<file path="src/rtl/clkdiv_bank.sv">
`default_nettype none
// ============================================================================
//  Module   : clkdiv_bank
//  Brief    : Bank of NCH programmable clock dividers gated by a filtered PLL
//             lock. Each channel has a divisor and start phase. Reconfiguration
//             while running is staged in a shadow register and applied at the
//             period boundary, so no runt pulses are produced.
//  Revision : 1.0 - initial release
// ============================================================================
module clkdiv_bank #(
  parameter int NCH         = 7,
  parameter int DW          = 8,
  parameter int LOCK_WAIT   = 16,
  parameter int DIV_DEFAULT = 2
) (
  input  logic                                   clk,
  input  logic                                   resetn,
  input  logic                                   lock_in,
  input  logic                                   sync_req,
  input  logic                                   cfg_valid,
  output logic                                   cfg_ready,
  input  logic [((NCH > 1) ? $clog2(NCH) : 1)-1:0] cfg_ch,
  input  logic [DW-1:0]                          cfg_div,
  input  logic [DW-1:0]                          cfg_phase,
  output logic [NCH-1:0]                         clkout,
  output logic [NCH-1:0]                         stb,
  output logic                                   lock
);

  localparam int              c_chw     = (NCH > 1) ? $clog2(NCH) : 1;
  localparam int              c_lcw     = $clog2(LOCK_WAIT + 1);
  localparam logic [DW-1:0]   c_div_rst = DW'(DIV_DEFAULT);

  typedef enum logic [0:0] {
    WAIT_LOCK = 1'b0,
    RUN       = 1'b1
  } state_t;

  state_t               state_q, state_d;
  logic [c_lcw-1:0]     lock_cnt_q, lock_cnt_d;
  logic                 run_q;
  logic                 enter_run;
  logic                 wr_acc;
  logic [NCH-1:0]       pend_vec;
  logic [(1<<c_chw)-1:0] pend_ext;

  // Start count for a channel: phase clamped into the period, 0 when disabled.
  function automatic logic [DW-1:0] eff_phase(input logic [DW-1:0] d,
                                               input logic [DW-1:0] p);
    if (d == '0) begin
      return '0;
    end else if (p >= d) begin
      return d - DW'(1);
    end else begin
      return p;
    end
  endfunction

  // Divided clock level for a given count: high in the first half period.
  function automatic logic clk_level(input logic [DW-1:0] d,
                                     input logic [DW-1:0] c);
    return (d == DW'(1)) || (c < (d >> 1));
  endfunction

  // Strobe on the last count of the period.
  function automatic logic stb_level(input logic [DW-1:0] d,
                                     input logic [DW-1:0] c);
    return (d != '0) && (c == d - DW'(1));
  endfunction

  // State register and lock filter counter.
  always_ff @(posedge clk) begin
    if (!resetn) begin
      state_q    <= WAIT_LOCK;
      lock_cnt_q <= '0;
    end else begin
      state_q    <= state_d;
      lock_cnt_q <= lock_cnt_d;
    end
  end

  // Next state: wait for LOCK_WAIT consecutive lock_in samples, drop on any low.
  always_comb begin
    state_d    = state_q;
    lock_cnt_d = lock_cnt_q;
    case (state_q)
      WAIT_LOCK: begin
        if (!lock_in) begin
          lock_cnt_d = '0;
        end else if (32'(lock_cnt_q) + 32'd1 >= 32'(LOCK_WAIT)) begin
          state_d    = RUN;
          lock_cnt_d = '0;
        end else begin
          lock_cnt_d = lock_cnt_q + c_lcw'(1);
        end
      end
      RUN: begin
        lock_cnt_d = '0;
        if (!lock_in) begin
          state_d = WAIT_LOCK;
        end
      end
      default: begin
        state_d    = WAIT_LOCK;
        lock_cnt_d = '0;
      end
    endcase
  end

  assign run_q     = (state_q == RUN);
  assign lock      = run_q;
  assign enter_run = (state_q == WAIT_LOCK) && (state_d == RUN);

  // Pending flags widened to the full cfg_ch range; unused channels read 0.
  always_comb begin
    pend_ext          = '0;
    pend_ext[NCH-1:0] = pend_vec;
  end

  // A channel with a staged update refuses further writes until it is applied.
  assign cfg_ready = !run_q || !pend_ext[cfg_ch];
  assign wr_acc    = cfg_valid && cfg_ready;

  for (genvar i = 0; i < NCH; i++) begin : g_ch
    localparam logic [c_chw-1:0] c_idx = c_chw'(i);

    logic [DW-1:0] div_q, div_d;
    logic [DW-1:0] phase_q, phase_d;
    logic [DW-1:0] sdiv_q, sdiv_d;
    logic [DW-1:0] sphase_q, sphase_d;
    logic [DW-1:0] cnt_q, cnt_d;
    logic          pend_q, pend_d;
    logic          clk_q, clk_d;
    logic          stb_q, stb_d;
    logic          wr_hit;
    logic          apply;

    assign wr_hit = wr_acc && (cfg_ch == c_idx);
    // Apply a staged update at the period boundary, on sync, or at once when
    // the channel has no meaningful period (div <= 1).
    assign apply  = pend_q && (sync_req || stb_q || (div_q <= DW'(1)));

    // Channel next-state: counter, active/shadow configuration, outputs.
    always_comb begin
      div_d    = div_q;
      phase_d  = phase_q;
      sdiv_d   = sdiv_q;
      sphase_d = sphase_q;
      pend_d   = pend_q;
      cnt_d    = cnt_q;
      clk_d    = 1'b0;
      stb_d    = 1'b0;
      if (!run_q) begin
        if (wr_hit) begin
          div_d   = cfg_div;
          phase_d = cfg_phase;
        end
        if (enter_run) begin
          cnt_d = eff_phase(div_d, phase_d);
          clk_d = clk_level(div_d, cnt_d);
          stb_d = stb_level(div_d, cnt_d);
        end else begin
          cnt_d = '0;
        end
      end else if (!lock_in) begin
        // Losing lock: flush any staged value into the active registers.
        if (pend_q) begin
          div_d   = sdiv_q;
          phase_d = sphase_q;
          pend_d  = 1'b0;
        end
        if (wr_hit) begin
          div_d   = cfg_div;
          phase_d = cfg_phase;
        end
        cnt_d = '0;
      end else begin
        if (apply) begin
          div_d   = sdiv_q;
          phase_d = sphase_q;
          pend_d  = 1'b0;
          cnt_d   = eff_phase(sdiv_q, sphase_q);
        end else if (sync_req) begin
          cnt_d = eff_phase(div_q, phase_q);
        end else if (div_q <= DW'(1)) begin
          cnt_d = '0;
        end else if (cnt_q == div_q - DW'(1)) begin
          cnt_d = '0;
        end else begin
          cnt_d = cnt_q + DW'(1);
        end
        if (wr_hit) begin
          sdiv_d   = cfg_div;
          sphase_d = cfg_phase;
          pend_d   = 1'b1;
        end
        clk_d = clk_level(div_d, cnt_d);
        stb_d = stb_level(div_d, cnt_d);
      end
    end

    // Channel registers.
    always_ff @(posedge clk) begin
      if (!resetn) begin
        div_q    <= c_div_rst;
        phase_q  <= '0;
        sdiv_q   <= '0;
        sphase_q <= '0;
        pend_q   <= 1'b0;
        cnt_q    <= '0;
        clk_q    <= 1'b0;
        stb_q    <= 1'b0;
      end else begin
        div_q    <= div_d;
        phase_q  <= phase_d;
        sdiv_q   <= sdiv_d;
        sphase_q <= sphase_d;
        pend_q   <= pend_d;
        cnt_q    <= cnt_d;
        clk_q    <= clk_d;
        stb_q    <= stb_d;
      end
    end

    assign clkout[i]   = clk_q;
    assign stb[i]      = stb_q;
    assign pend_vec[i] = pend_q;
  end

endmodule
`default_nettype wire

</file>
<file path="config.mk">
export PLATFORM = sky130hd
export DESIGN_NAME = clkdiv_bank
export DESIGN_NICKNAME = d
export VERILOG_FILES = /design/src/rtl/clkdiv_bank.sv
export SDC_FILE = /design/constraint.sdc
export NUM_CORES = 2
export LEC_CHECK = 0
export ABC_AREA = 1
export BUFFER_PORTS_ARGS = -buffer_cell sky130_fd_sc_hd__buf_2
export CAP_MARGIN = 20
export CORE_MARGIN = 10
export CORE_UTILIZATION = 50
export DETAILED_ROUTE_END_ITERATION = 10
export GPL_TIMING_DRIVEN = 0
export PLACE_DENSITY = 0.66
export SYNTH_ARGS = -nofsm -noshare
export SYNTH_HDL_FRONTEND = slang
export SYNTH_SLANG_ARGS = --single-unit
</file>
<file path="constraint.sdc">
create_clock -name clk -period 9 [get_ports clk]
set_input_delay 0 -clock clk [delete_from_list [all_inputs] [get_ports clk]]
set_output_delay 0 -clock clk [all_outputs]
set_load 0.02 [all_outputs]
</file>
==> key figures <==
Synth
  • Async set or reset register ratio after synthesis: 0%
  • Post-synth EDFFs: 0
  • Most used DFF post-synth: dfxtp_1
  • Gate Count Post-Synth: between 5k and 6k
  • Seq/Total Area, Yosys: 18.9%
  • Distinct cells, synth: a little under 70
  • Mapped cell area: around 33000 µm²
  • Synth Area per Inst: 6.27 µm²
  • #FFs+latches synth: 307
  • Yosys Warn Count: 0
  • Syn nets: 5539

Hold path
  • HP Class: in2reg
  • Worst Hold Path Cells: 5

Route
  • DRC: 0
  • Post-DR wirelength/cell: 24.5 µm
  • DR vias: 37.8k
  • WL final: 152000 µm
  • Vias per cell: 6.10
  • Post-DRT Antenna Nets: 0
  • Drt first pass iters: 7
  • Initial DRC count: 5428

Timing
  • Post-route setup slack: 3.71 ns
  • Final period utilization: 58.7%
  • Fmax achieved: 189 MHz
  • Final worst path period need: 5.29 ns
  • Slew Limit Fails: 0
  • TNS Setup: 0 ns
  • Slew HR: 9.06%
  • Worst clock skew: 0.0267 ns
  • Worst Tran Pin Value: approximately 1.4 ns
  • Final hold violations: 0
  • RSZ-0062 raised after global routing: no
  • Setup Viol. Count Final: 0

Placement
  • Placed Area: ~34000 µm²
  • Dpl cells: 6103
  • HPWL after detailed placement: 117000 µm
  • Place WS: 3.88 ns
  • Number of port buffers: 37
  • Routability cong.: 1.04

Outcome
  • Status: finished clean

Worst setup path
  • CP Launch Type: flop
  • Critical Path Fanout Max: 10
  • Crit end category: flop
  • Critical path arrival: 5.82 ns
  • Setup CP Type: reg2reg
  • CP max stage delay: 0.47 ns
  • CP bufs+invs: 6
  • Crit path max-delay cell type: dfxtp_1
  • CP Data Required Time: 9.53 ns
  • R2R cell count: 32
  • Critical Path Stages: 32
  • Crit path top cell by count: nand2_1
  • Delay-heaviest family, CP: simple AND/OR/NAND/NOR gates

CTS
  • H-tree Lvls: 2
  • Clock root buffer master: clkbuf_16
  • TritonCTS clock tree: yes
  • CTS max path bufs: 3
  • Clk_lat worst skew: around 0.62 ns
  • Clk sinks: 307
  • Reg clk slew, reported paths: 0.06 ns
  • Post-CTS sizing: 0
  • CTS Buf Count: 42

Floorplanning
  • Die height: 275 µm
  • Initial core utilization: 50.4%
  • Die area: between 70000 and 80000 µm²
  • Top Ports: 40
  • Core Region: ~64000 µm²
  • Chip Width: between 200 and 300 µm
  • Cell Rows: 93

Pwr
  • P_leak: approximately 17 nW
  • Overall power: 6.15 mW
  • VDD IR max: around 0.00014 V
  • Pwr per Cell Area: 171 nW/µm²

Final layout
  • Commonest cells after routing, fill and taps aside: nand2_1 (1130), inv_1 (707), a21oi_1 (513)
  • Post-route design area: 35900 µm²
  • Area growth syn-to-layout: 10.4%
  • Number of non-filler instances in the completed layout: 6201
  • Nets: about 5.7k
  • Most common cell after layout, fill and taps aside: nand2_1
  • Share of cells above drive strength 1: 6.74%

GRT
  • Antenna violations before repair: 11
  • Global route overflow: 0
  • Vias in the first global route: 33.8k
  • All-layer global routing usage: 38.6%
  • Maximum number of pins on one net before global-route repair: 12
  • First-pass GRT wire length: 220000 µm

Flow run
  • Max-Cap Viols: 0
==> cell usage after synthesis (all sizes together) (2+ instances only) <==
| cell | n | area share [%] |
|---|---|---|
| a22oi | 7 | 0.16 |
| nand3b | 26 | 0.60 |
| a211oi | 9 | 0.21 |
| a21oi | 535 | 8.6 |
| nand3 | 247 | 4.2 |
| a31o | 2 | 0.054 |
| buf | 71 | 1.5 |
| nor3b | 3 | 0.069 |
| nor3 | 49 | 0.93 |
| nand4 | 94 | 1.9 |
| o311ai | 13 | 0.35 |
| inv | 734 | 8.5 |
| and2 | 5 | 0.096 |
| a31oi | 12 | 0.23 |
| nand2 | 1143 | 13 |
| nor2 | 387 | 4.7 |
| and3 | 8 | 0.15 |
| xor2 | 174 | 4.7 |
| clkinv | 5 | 0.058 |
| o221ai | 30 | 0.81 |
| a221oi | 21 | 0.57 |
| o32ai | 3 | 0.081 |
| dfxtp | 307 | 19 |
| o22ai | 53 | 1.0 |
| xnor2 | 39 | 1.1 |
| nor4 | 4 | 0.077 |
| clkbuf | 145 | 1.7 |
| a21o | 3 | 0.069 |
| o211ai | 100 | 2.3 |
| o31ai | 15 | 0.35 |
| o21a | 22 | 0.51 |
| o21ai | 554 | 8.9 |
| o2111ai | 7 | 0.19 |
| ha | 330 | 13 |
| or2 | 19 | 0.37 |
==> cell type report <==
class / count / area (µm²)
multi-input combinational: 3923 / 22600
sequential: 307 / 6150
clock inverter: 17 / 294
tap: 855 / 1070
buffer: 216 / 1040
antenna: 8 / 20.0
timing repair buffer: 77 / 769
inverter: 739 / 2780
clock buffer: 59 / 1240
fill: 6696 / 28600
==> worst min-delay path, cell delays in order <==
cell and delay, ns:
buf_2 0.16, inv_1 0.19, nor2_1 0.14, a21oi_1 0.05, nor2_1 0.08
==> routing by layer <==
| metal | GRT usage, % | up-vias | routed length, µm |
|---|---|---|---|
| met5 | 0 | - | 75 |
| met4 | 24.5 | 10 | 10800 |
| met3 | 10.2 | 497 | 20500 |
| met2 | 54.5 | 2466 | 59900 |
| met1 | 51.3 | 17200 | 60400 |
| li1 | - | 17600 | - |
==> power breakdown <==
group / internal [mW] / switching [mW] / leakage [nW]
Sequential: 1.42 / 0.0918 / 2.49
Combinational: 0.901 / 1.80 / 13.7
Clock: 1.16 / 0.768 / 0.743
Total: 3.49 / 2.66 / 17.0
==> metrics by stage <==
| step | util, % | hold WS (ns) |
|---|---|---|
| after global routing | 55.7 | 0.0674 |
| after global placement | 52.4 | 0.449 |
| after floorplan | - | 0.192 |
| after CTS | 55.6 | 0.00631 |
| final | 55.7 | 0.0360 |
| after detailed placement | 53.0 | 0.455 |
==> state kept, by name, indices dropped and copies added, names as in the netlist, 5 cells and up <==
signal / flops
g_ch.clk_q: 7
g_ch.cnt_q: 56
g_ch.div_q: 56
g_ch.pend_q: 7
g_ch.phase_q: 56
g_ch.sdiv_q: 56
g_ch.sphase_q: 56
g_ch.stb_q: 7
lock_cnt_q: 5
==> path summary, 6_finish.rpt <==
| kind | from | to | slack (ns) |
|---|---|---|---|
| min reg2reg | lock_cnt_q[0] | lock_cnt_q[0] | 0.46 |
| max reg2reg | lock | g_ch[1].clk_q | 3.71 |
| min | cfg_phase[2] | g_ch[1].sphase_q[2] | 0.04 |
| max | lock | g_ch[1].clk_q | 3.71 |
==> kinds of logic after synthesis <==
family | after synthesis | synth area share, %
adders and majority gates | 330 | 12.7
and+or+nand+nor | 1986 | 26.4
xor gates and xnor gates | 213 | 5.78
other | 1 | 0.0115
AOI/OAI and AO/OA | 1393 | 24.5
buffers and inverters | 955 | 11.7
DFF | 307 | 18.9
==> what timing repair did <==
action / CTS / global route
hold buffers: 10 / 0
hold endpoints to repair: 29 / 0
buffers inserted: 0 / 0
Note: power is estimated with default switching activity, not from simulation.
